--- config.mk ---
export PLATFORM = sky130hd
export DESIGN_NAME = adc_trigger
export DESIGN_NICKNAME = d
export VERILOG_FILES = /design/src/rtl/adc_trigger_pkg.sv /design/src/rtl/trig_compare.sv /design/src/rtl/adc_trigger.sv
export SDC_FILE = /design/constraint.sdc
export NUM_CORES = 1
export LEC_CHECK = 0
export CORE_MARGIN = 5
export CORE_UTILIZATION = 48
export DETAILED_ROUTE_END_ITERATION = 7
export GPL_TIMING_DRIVEN = 0
export PLACE_DENSITY_LB_ADDON = 0.08
export RECOVER_POWER = 25
export SETUP_SLACK_MARGIN = 0.4
export SKIP_CTS_REPAIR_TIMING = 1
export SLEW_MARGIN = 20
export SYNTH_ARGS = -nofsm -noshare
export SYNTH_HDL_FRONTEND = slang
export SYNTH_HIERARCHICAL = 1
export SYNTH_SLANG_ARGS = --single-unit
export TNS_END_PERCENT = 30
--- constraint.sdc ---
create_clock -name clk_adc -period 2.9 [get_ports clk_adc]
set_input_delay 0.58 -clock clk_adc [delete_from_list [all_inputs] [get_ports clk_adc]]
set_output_delay 0.58 -clock clk_adc [all_outputs]
set_load 0.01 [all_outputs]
--- src/rtl/adc_trigger_pkg.sv ---
// Shared types and constants for the ADC trigger path, fill stage and VGA reader.
package adc_trigger_pkg;

    localparam int ADC_W     = 8;
    localparam int FRAME_LEN = 160;

    localparam logic SLOPE_RISE = 1'b0;
    localparam logic SLOPE_FALL = 1'b1;

    typedef enum logic [2:0] {
        ST_IDLE,
        ST_ARM,
        ST_WAIT,
        ST_CAPTURE,
        ST_HOLDOFF
    } trig_state_t;

endpackage

--- src/rtl/trig_compare.sv ---
// Level-crossing detector with hysteresis; 9-bit sums so threshold +/- HYST never wraps.
module trig_compare
    import adc_trigger_pkg::*;
#(
    parameter int unsigned HYST = 4
) (
    input  logic [ADC_W-1:0] adc_q,
    input  logic [ADC_W-1:0] lvl_l,
    input  logic             slope_l,
    output logic             arm_hit,
    output logic             fire_hit
);

    localparam int SUM_W = ADC_W + 1;
    localparam logic [SUM_W-1:0] HYST_X = SUM_W'(HYST);

    logic [SUM_W-1:0] adc_x;
    logic [SUM_W-1:0] lvl_x;

    assign adc_x = {1'b0, adc_q};
    assign lvl_x = {1'b0, lvl_l};

    always_comb begin
        if (slope_l == SLOPE_RISE) begin
            arm_hit  = (adc_x + HYST_X) < lvl_x;
            fire_hit = adc_q >= lvl_l;
        end else begin
            arm_hit  = adc_x > (lvl_x + HYST_X);
            fire_hit = adc_q <= lvl_l;
        end
    end

endmodule

--- src/rtl/adc_trigger.sv ---
// Trigger/capture sequencer feeding the 160-sample fill stage.
//   state   | meaning
//   IDLE    | no acquisition requested
//   ARM     | waiting for the signal to leave the hysteresis band
//   WAIT    | armed, waiting for the level crossing
//   CAPTURE | enable high until the fill stage reports finished
//   HOLDOFF | fixed dead time before re-arming
module adc_trigger
    import adc_trigger_pkg::*;
#(
    parameter int unsigned HYST           = 4,
    parameter int unsigned HOLDOFF_CYCLES = 1024,
    parameter int unsigned AUTO_TIMEOUT   = 65535
) (
    input  logic             clk_adc,
    input  logic             reset,
    input  logic [ADC_W-1:0] adc_data,
    input  logic [ADC_W-1:0] trig_level,
    input  logic             trig_slope,
    input  logic             run,
    input  logic             single,
    input  logic             auto_mode,
    input  logic             finished,
    output logic             enable,
    output logic             triggered,
    output logic             auto_fired,
    output logic             frame_done,
    output logic             busy
);

    localparam int TMO_W = (AUTO_TIMEOUT > 1) ? $clog2(AUTO_TIMEOUT) : 1;
    localparam int HLD_W = (HOLDOFF_CYCLES > 1) ? $clog2(HOLDOFF_CYCLES) : 1;
    localparam logic [TMO_W-1:0] TMO_LAST = TMO_W'(AUTO_TIMEOUT - 1);
    localparam logic [HLD_W-1:0] HLD_LOAD = HLD_W'(HOLDOFF_CYCLES - 1);

    trig_state_t      state_q, state_d;
    logic [ADC_W-1:0] adc_q, adc_d;
    logic [ADC_W-1:0] lvl_q, lvl_d;
    logic             slope_q, slope_d;
    logic [TMO_W-1:0] tmo_q, tmo_d;
    logic [HLD_W-1:0] hold_q, hold_d;
    logic             oneshot_q, oneshot_d;
    logic             enable_q, enable_d;
    logic             triggered_q, triggered_d;
    logic             auto_fired_q, auto_fired_d;
    logic             frame_done_q, frame_done_d;
    logic             busy_q, busy_d;

    logic arm_hit, fire_hit, tmo_hit, run_lost;

    trig_compare #(.HYST(HYST)) u_cmp (
        .adc_q    (adc_q),
        .lvl_l    (lvl_q),
        .slope_l  (slope_q),
        .arm_hit  (arm_hit),
        .fire_hit (fire_hit)
    );

    assign tmo_hit  = auto_mode && (tmo_q == TMO_LAST);
    assign run_lost = !run && !oneshot_q;

    always_comb begin
        state_d      = state_q;
        adc_d        = adc_data;
        lvl_d        = lvl_q;
        slope_d      = slope_q;
        tmo_d        = tmo_q;
        hold_d       = hold_q;
        oneshot_d    = oneshot_q;
        auto_fired_d = auto_fired_q;

        case (state_q)
            ST_IDLE: begin
                if (run || single) begin
                    state_d   = ST_ARM;
                    oneshot_d = !run;
                end
            end
            ST_ARM: begin
                if (run_lost) begin
                    state_d = ST_IDLE;
                end else if (tmo_hit) begin
                    state_d      = ST_CAPTURE;
                    auto_fired_d = 1'b1;
                end else if (arm_hit) begin
                    state_d = ST_WAIT;
                end
            end
            ST_WAIT: begin
                // A genuine crossing outranks a coincident timeout.
                if (run_lost) begin
                    state_d = ST_IDLE;
                end else if (fire_hit) begin
                    state_d      = ST_CAPTURE;
                    auto_fired_d = 1'b0;
                end else if (tmo_hit) begin
                    state_d      = ST_CAPTURE;
                    auto_fired_d = 1'b1;
                end
            end
            ST_CAPTURE: begin
                if (finished) begin
                    state_d = ST_HOLDOFF;
                    hold_d  = HLD_LOAD;
                end
            end
            ST_HOLDOFF: begin
                if (hold_q == '0) begin
                    state_d = (run && !oneshot_q) ? ST_ARM : ST_IDLE;
                end else begin
                    hold_d = hold_q - HLD_W'(1);
                end
            end
            default: state_d = ST_IDLE;
        endcase

        if (state_d == ST_ARM && state_q != ST_ARM) begin
            lvl_d   = trig_level;
            slope_d = trig_slope;
            tmo_d   = '0;
        end else if ((state_q == ST_ARM || state_q == ST_WAIT) && tmo_q != TMO_LAST) begin
            tmo_d = tmo_q + TMO_W'(1);
        end

        enable_d     = (state_d == ST_CAPTURE);
        triggered_d  = (state_d == ST_CAPTURE) && (state_q != ST_CAPTURE);
        frame_done_d = (state_d == ST_HOLDOFF) && (state_q == ST_CAPTURE);
        busy_d       = (state_d != ST_IDLE);
    end

    always_ff @(posedge clk_adc or posedge reset) begin
        if (reset) begin
            state_q      <= ST_IDLE;
            adc_q        <= '0;
            lvl_q        <= '0;
            slope_q      <= 1'b0;
            tmo_q        <= '0;
            hold_q       <= '0;
            oneshot_q    <= 1'b0;
            enable_q     <= 1'b0;
            triggered_q  <= 1'b0;
            auto_fired_q <= 1'b0;
            frame_done_q <= 1'b0;
            busy_q       <= 1'b0;
        end else begin
            state_q      <= state_d;
            adc_q        <= adc_d;
            lvl_q        <= lvl_d;
            slope_q      <= slope_d;
            tmo_q        <= tmo_d;
            hold_q       <= hold_d;
            oneshot_q    <= oneshot_d;
            enable_q     <= enable_d;
            triggered_q  <= triggered_d;
            auto_fired_q <= auto_fired_d;
            frame_done_q <= frame_done_d;
            busy_q       <= busy_d;
        end
    end

    assign enable     = enable_q;
    assign triggered  = triggered_q;
    assign auto_fired = auto_fired_q;
    assign frame_done = frame_done_q;
    assign busy       = busy_q;

endmodule

==> key figures <==
Run status
  – Status: finished clean

Clocking
  – CTS buffer count: 5
  – Later-pin clock latency in the skew report: roughly 0.3 ns
  – TritonCTS clock tree: built
  – Maximum root-to-sink buffer count: 2
  – Clock sinks: 52
  – # H-tree levels: 2
  – CTS Root Cell: clkbuf_8
  – Clock slew at reported path FFs: roughly 0.090 ns

Worst setup path
  – Worst reg2reg setup slack: 0.57 ns
  – Reg-to-Reg End: state_q[0]$_DFF_PP0_
  – CP Capture Type: register
  – Peak fanout along the critical path: 5
  – R2R depth: 12
  – Reg2reg start: lvl_q[2]$_DFFE_PP0P_
  – Worst path required time: just over 3 ns
  – Crit path kind: reg -> reg
  – Startpoint types: register
  – Worst EP arrival: 2.51 ns

Power and ir drop
  – PD cells: 765.1 mW/mm²
  – Leakage: roughly 1.6 nW
  – Total power draw: about 2.8 mW
  – Max IR drop VDD: about 0.5 mV

Timing
  – Fin. max-slew vios: 0
  – Worst Tran Pin Value: 0.9256 ns
  – Final setup fails: 0
  – Period minus WS final: around 2.3 ns
  – Hold Fails Final Rpt: 0
  – Setup TNS: 0 ns
  – RSZ-0062 raised after global routing: yes
  – Fmax: 0.4286 GHz
  – Setup Skew: 0.006599 ns
  – Crit share post-route: about four fifths
  – Slew HR: 37.82%
  – Setup WS post-layout: around 0.57 ns

Finish
  – Synth-to-layout area growth: 16.00%
  – Layout cells sized above 1: ~13%
  – Final instance area: ~0.0037 mm²
  – N_diodes: 0
  – Multi-input logic area: about 0.0018 mm²
  – Fillers: between 500 and 600
  – NumNets Final: between 300 and 400
  – Storage cell area: 0.001305 mm²

Min path
  – Worst Hold Path Cells: 1
  – HP Class: reg -> reg
  – WHS Endpoint: hold_q[0]$_DFFE_PP0P_
  – Hold Crit Start: hold_q[0]$_DFFE_PP0P_

Place
  – Pre-CTS setup slack: roughly 0.32 ns
  – RD Place Congestion: slightly below 0.9
  – Port Buffers: 27
  – Post-DP Area: 0.003562 mm²
  – HPWL after DPL: 4809 µm

Synthesis
  – Number of synthesized flops with an enable pin: 0
  – Synth cell types: 60
  – Sequential area share after synthesis: between 40% and 50%
  – Post-Syn Instances: approximately 310
  – Warnings from Yosys: 6
  – Seq cells post-synth: 52
  – Post-Syn Area: roughly 0.0032 mm²
  – Asr flop ratio synth: 100.0%
  – Syn avg cell area: ~10 µm²
  – Synth Flop Type: dfrtp_1
  – Synthesized Nets: roughly 360

Drt
  – Wire length per cell: 15.33 µm
  – Post-DRT Antenna Nets: 0
  – Via count: roughly 2400
  – DRT iter0 DRCs: about 120
  – Via/cell ratio: around 5.7
  – WL final: around 6600 µm
  – DR pass1 iterations: 4
  – DRC viols: 0

Global routing
  – GR Overflow Total: 0
  – Largest net degree at the start of global routing: 35
  – First-pass GRT wire length: about 11000 µm
  – Total global-route track usage: about 16%
  – Initial antenna violation count: 0
  – Vias in the first global route: ~2400

Job
  – Max-cap violations: 0

Floorplanning
  – Initial Util: about half
  – DIE WIDTH: roughly 90 µm
  – Die area: 0.008342 mm²
  – I/O pin count: 28
  – Num rows: 29
  – Die H: between 90 and 100 µm
  – Core area: 0.006386 mm²
[layout make-up]
class                   count  area share [%]
plain buffers               9           1.121
clock buffers               7           2.344
clock inverters             1          0.2038
inverters                  21           2.140
multi-input cells         232           48.47
flip-flops and latches     52           35.43
well taps                  77           2.615
repair buffers             29           7.677
[routing by layer]
| layer | up-vias | track usage [%] | part of all wire [%] |
|---|---|---|---|
| li1 | 1230 | - | - |
| met1 | 1161 | 23.18 | 49 |
| met2 | 30 | 25.54 | 46 |
| met3 | 8 | 3.140 | 2.9 |
| met4 | 0 | 4.645 | 1.5 |
| met5 | - | 0 | 0 |
[power breakdown]
| group | internal (mW) | switching (mW) | total, mW |
|---|---|---|---|
| Sequential | 0.902 | 0.181 | 1.08 |
| Clock | 0.194 | 0.237 | 0.431 |
| Combinational | 0.614 | 0.690 | 1.30 |
[flip-flops by register name, summed over array words and instances (netlist names)]
name,count
adc_q,8
auto_fired,1
busy,1
enable,1
frame_done,1
hold_q,10
lvl_q,8
oneshot_q,1
slope_q,1
state_q,3
tmo_q,16
triggered,1
[placed cells by master (no fill, tap or decap), types with 9 or more instances in the layout]
| cell | netlist | layout |
|---|---|---|
| clkdlybuf4s50_1 | 0 | 18 |
| mux2_2 | 9 | 9 |
| xnor2_1 | 11 | 11 |
| nor2_1 | 13 | 13 |
| dfrtp_1 | 52 | 49 |
| ha_1 | 26 | 25 |
| nand2_1 | 20 | 20 |
| mux2i_1 | 14 | 14 |
| nand3_1 | 30 | 30 |
| inv_1 | 20 | 20 |
| a21oi_1 | 13 | 13 |
| dlygate4sd3_1 | 0 | 9 |
[through the flow]
stage                     utilization, %  std cells  hold slack (ns)
final                              57.68        428           0.5020
after global routing               57.68        428           0.5284
after CTS                          57.25        427           0.5055
after detailed placement           55.78        419           0.4920
after global placement             55.47        418           0.4844
after floorplan                        -        314           0.4597
[critical path, cell delays in order (launching register included)]
cell       delay, ns
dfrtp_2         0.42
inv_1           0.10
nor3_2          0.22
xnor2_1         0.09
ha_1            0.30
nand3_1         0.07
or2_2           0.30
a21oi_1         0.12
a211oi_1        0.08
o2bb2ai_1       0.19
inv_1           0.06
a22oi_1         0.16
o211ai_1        0.10
[worst max-delay path by stage]
| stage | end | cells past startpoint | from |
|---|---|---|---|
| final | state_q[0]$_DFF_PP0_ | 12 | lvl_q[2]$_DFFE_PP0P_ |
| after CTS | lvl_q[7]$_DFFE_PP0P_ | 7 | hold_q[0]$_DFFE_PP0P_ |
| after floorplan | state_q[0]$_DFF_PP0_ | 12 | lvl_q[2]$_DFFE_PP0P_ |
| after global routing | state_q[0]$_DFF_PP0_ | 12 | lvl_q[4]$_DFFE_PP0P_ |
| after detailed placement | lvl_q[7]$_DFFE_PP0P_ | 6 | run |
| after global placement | hold_q[8]$_DFFE_PP0P_ | 2 | reset |
[kinds of logic after synthesis]
family	Yosys count	share of synthesized area [%]
and+or+nand+nor	120	22.81
DFF	52	40.98
AOI/OAI and AO/OA	50	10.91
buffers and inverters	30	3.782
adders and majority gates	26	10.24
muxes	24	7.959
xor gates and xnor gates	12	3.310
[synthesized netlist by cell type, types with 4 or more instances]
| cell type | count | area share (%) |
|---|---|---|
| a211oi_1 | 5 | 1.2 |
| a21oi_1 | 13 | 2.0 |
| a31oi_1 | 5 | 0.99 |
| clkbuf_1 | 5 | 0.59 |
| dfrtp_1 | 52 | 41 |
| ha_1 | 26 | 10 |
| inv_1 | 20 | 2.4 |
| mux2_2 | 9 | 3.2 |
| mux2i_1 | 14 | 4.4 |
| nand2_1 | 20 | 2.4 |
| nand3_1 | 30 | 4.7 |
| nand3b_1 | 7 | 1.7 |
| nand4_1 | 5 | 0.99 |
| nor2_1 | 13 | 1.5 |
| nor3_1 | 9 | 1.4 |
| nor4b_1 | 4 | 1.1 |
| o21ai_0 | 7 | 1.1 |
| or2_2 | 4 | 0.79 |
| xnor2_1 | 11 | 3.0 |
No activity file was read; power rests on OpenSTA's default activity.
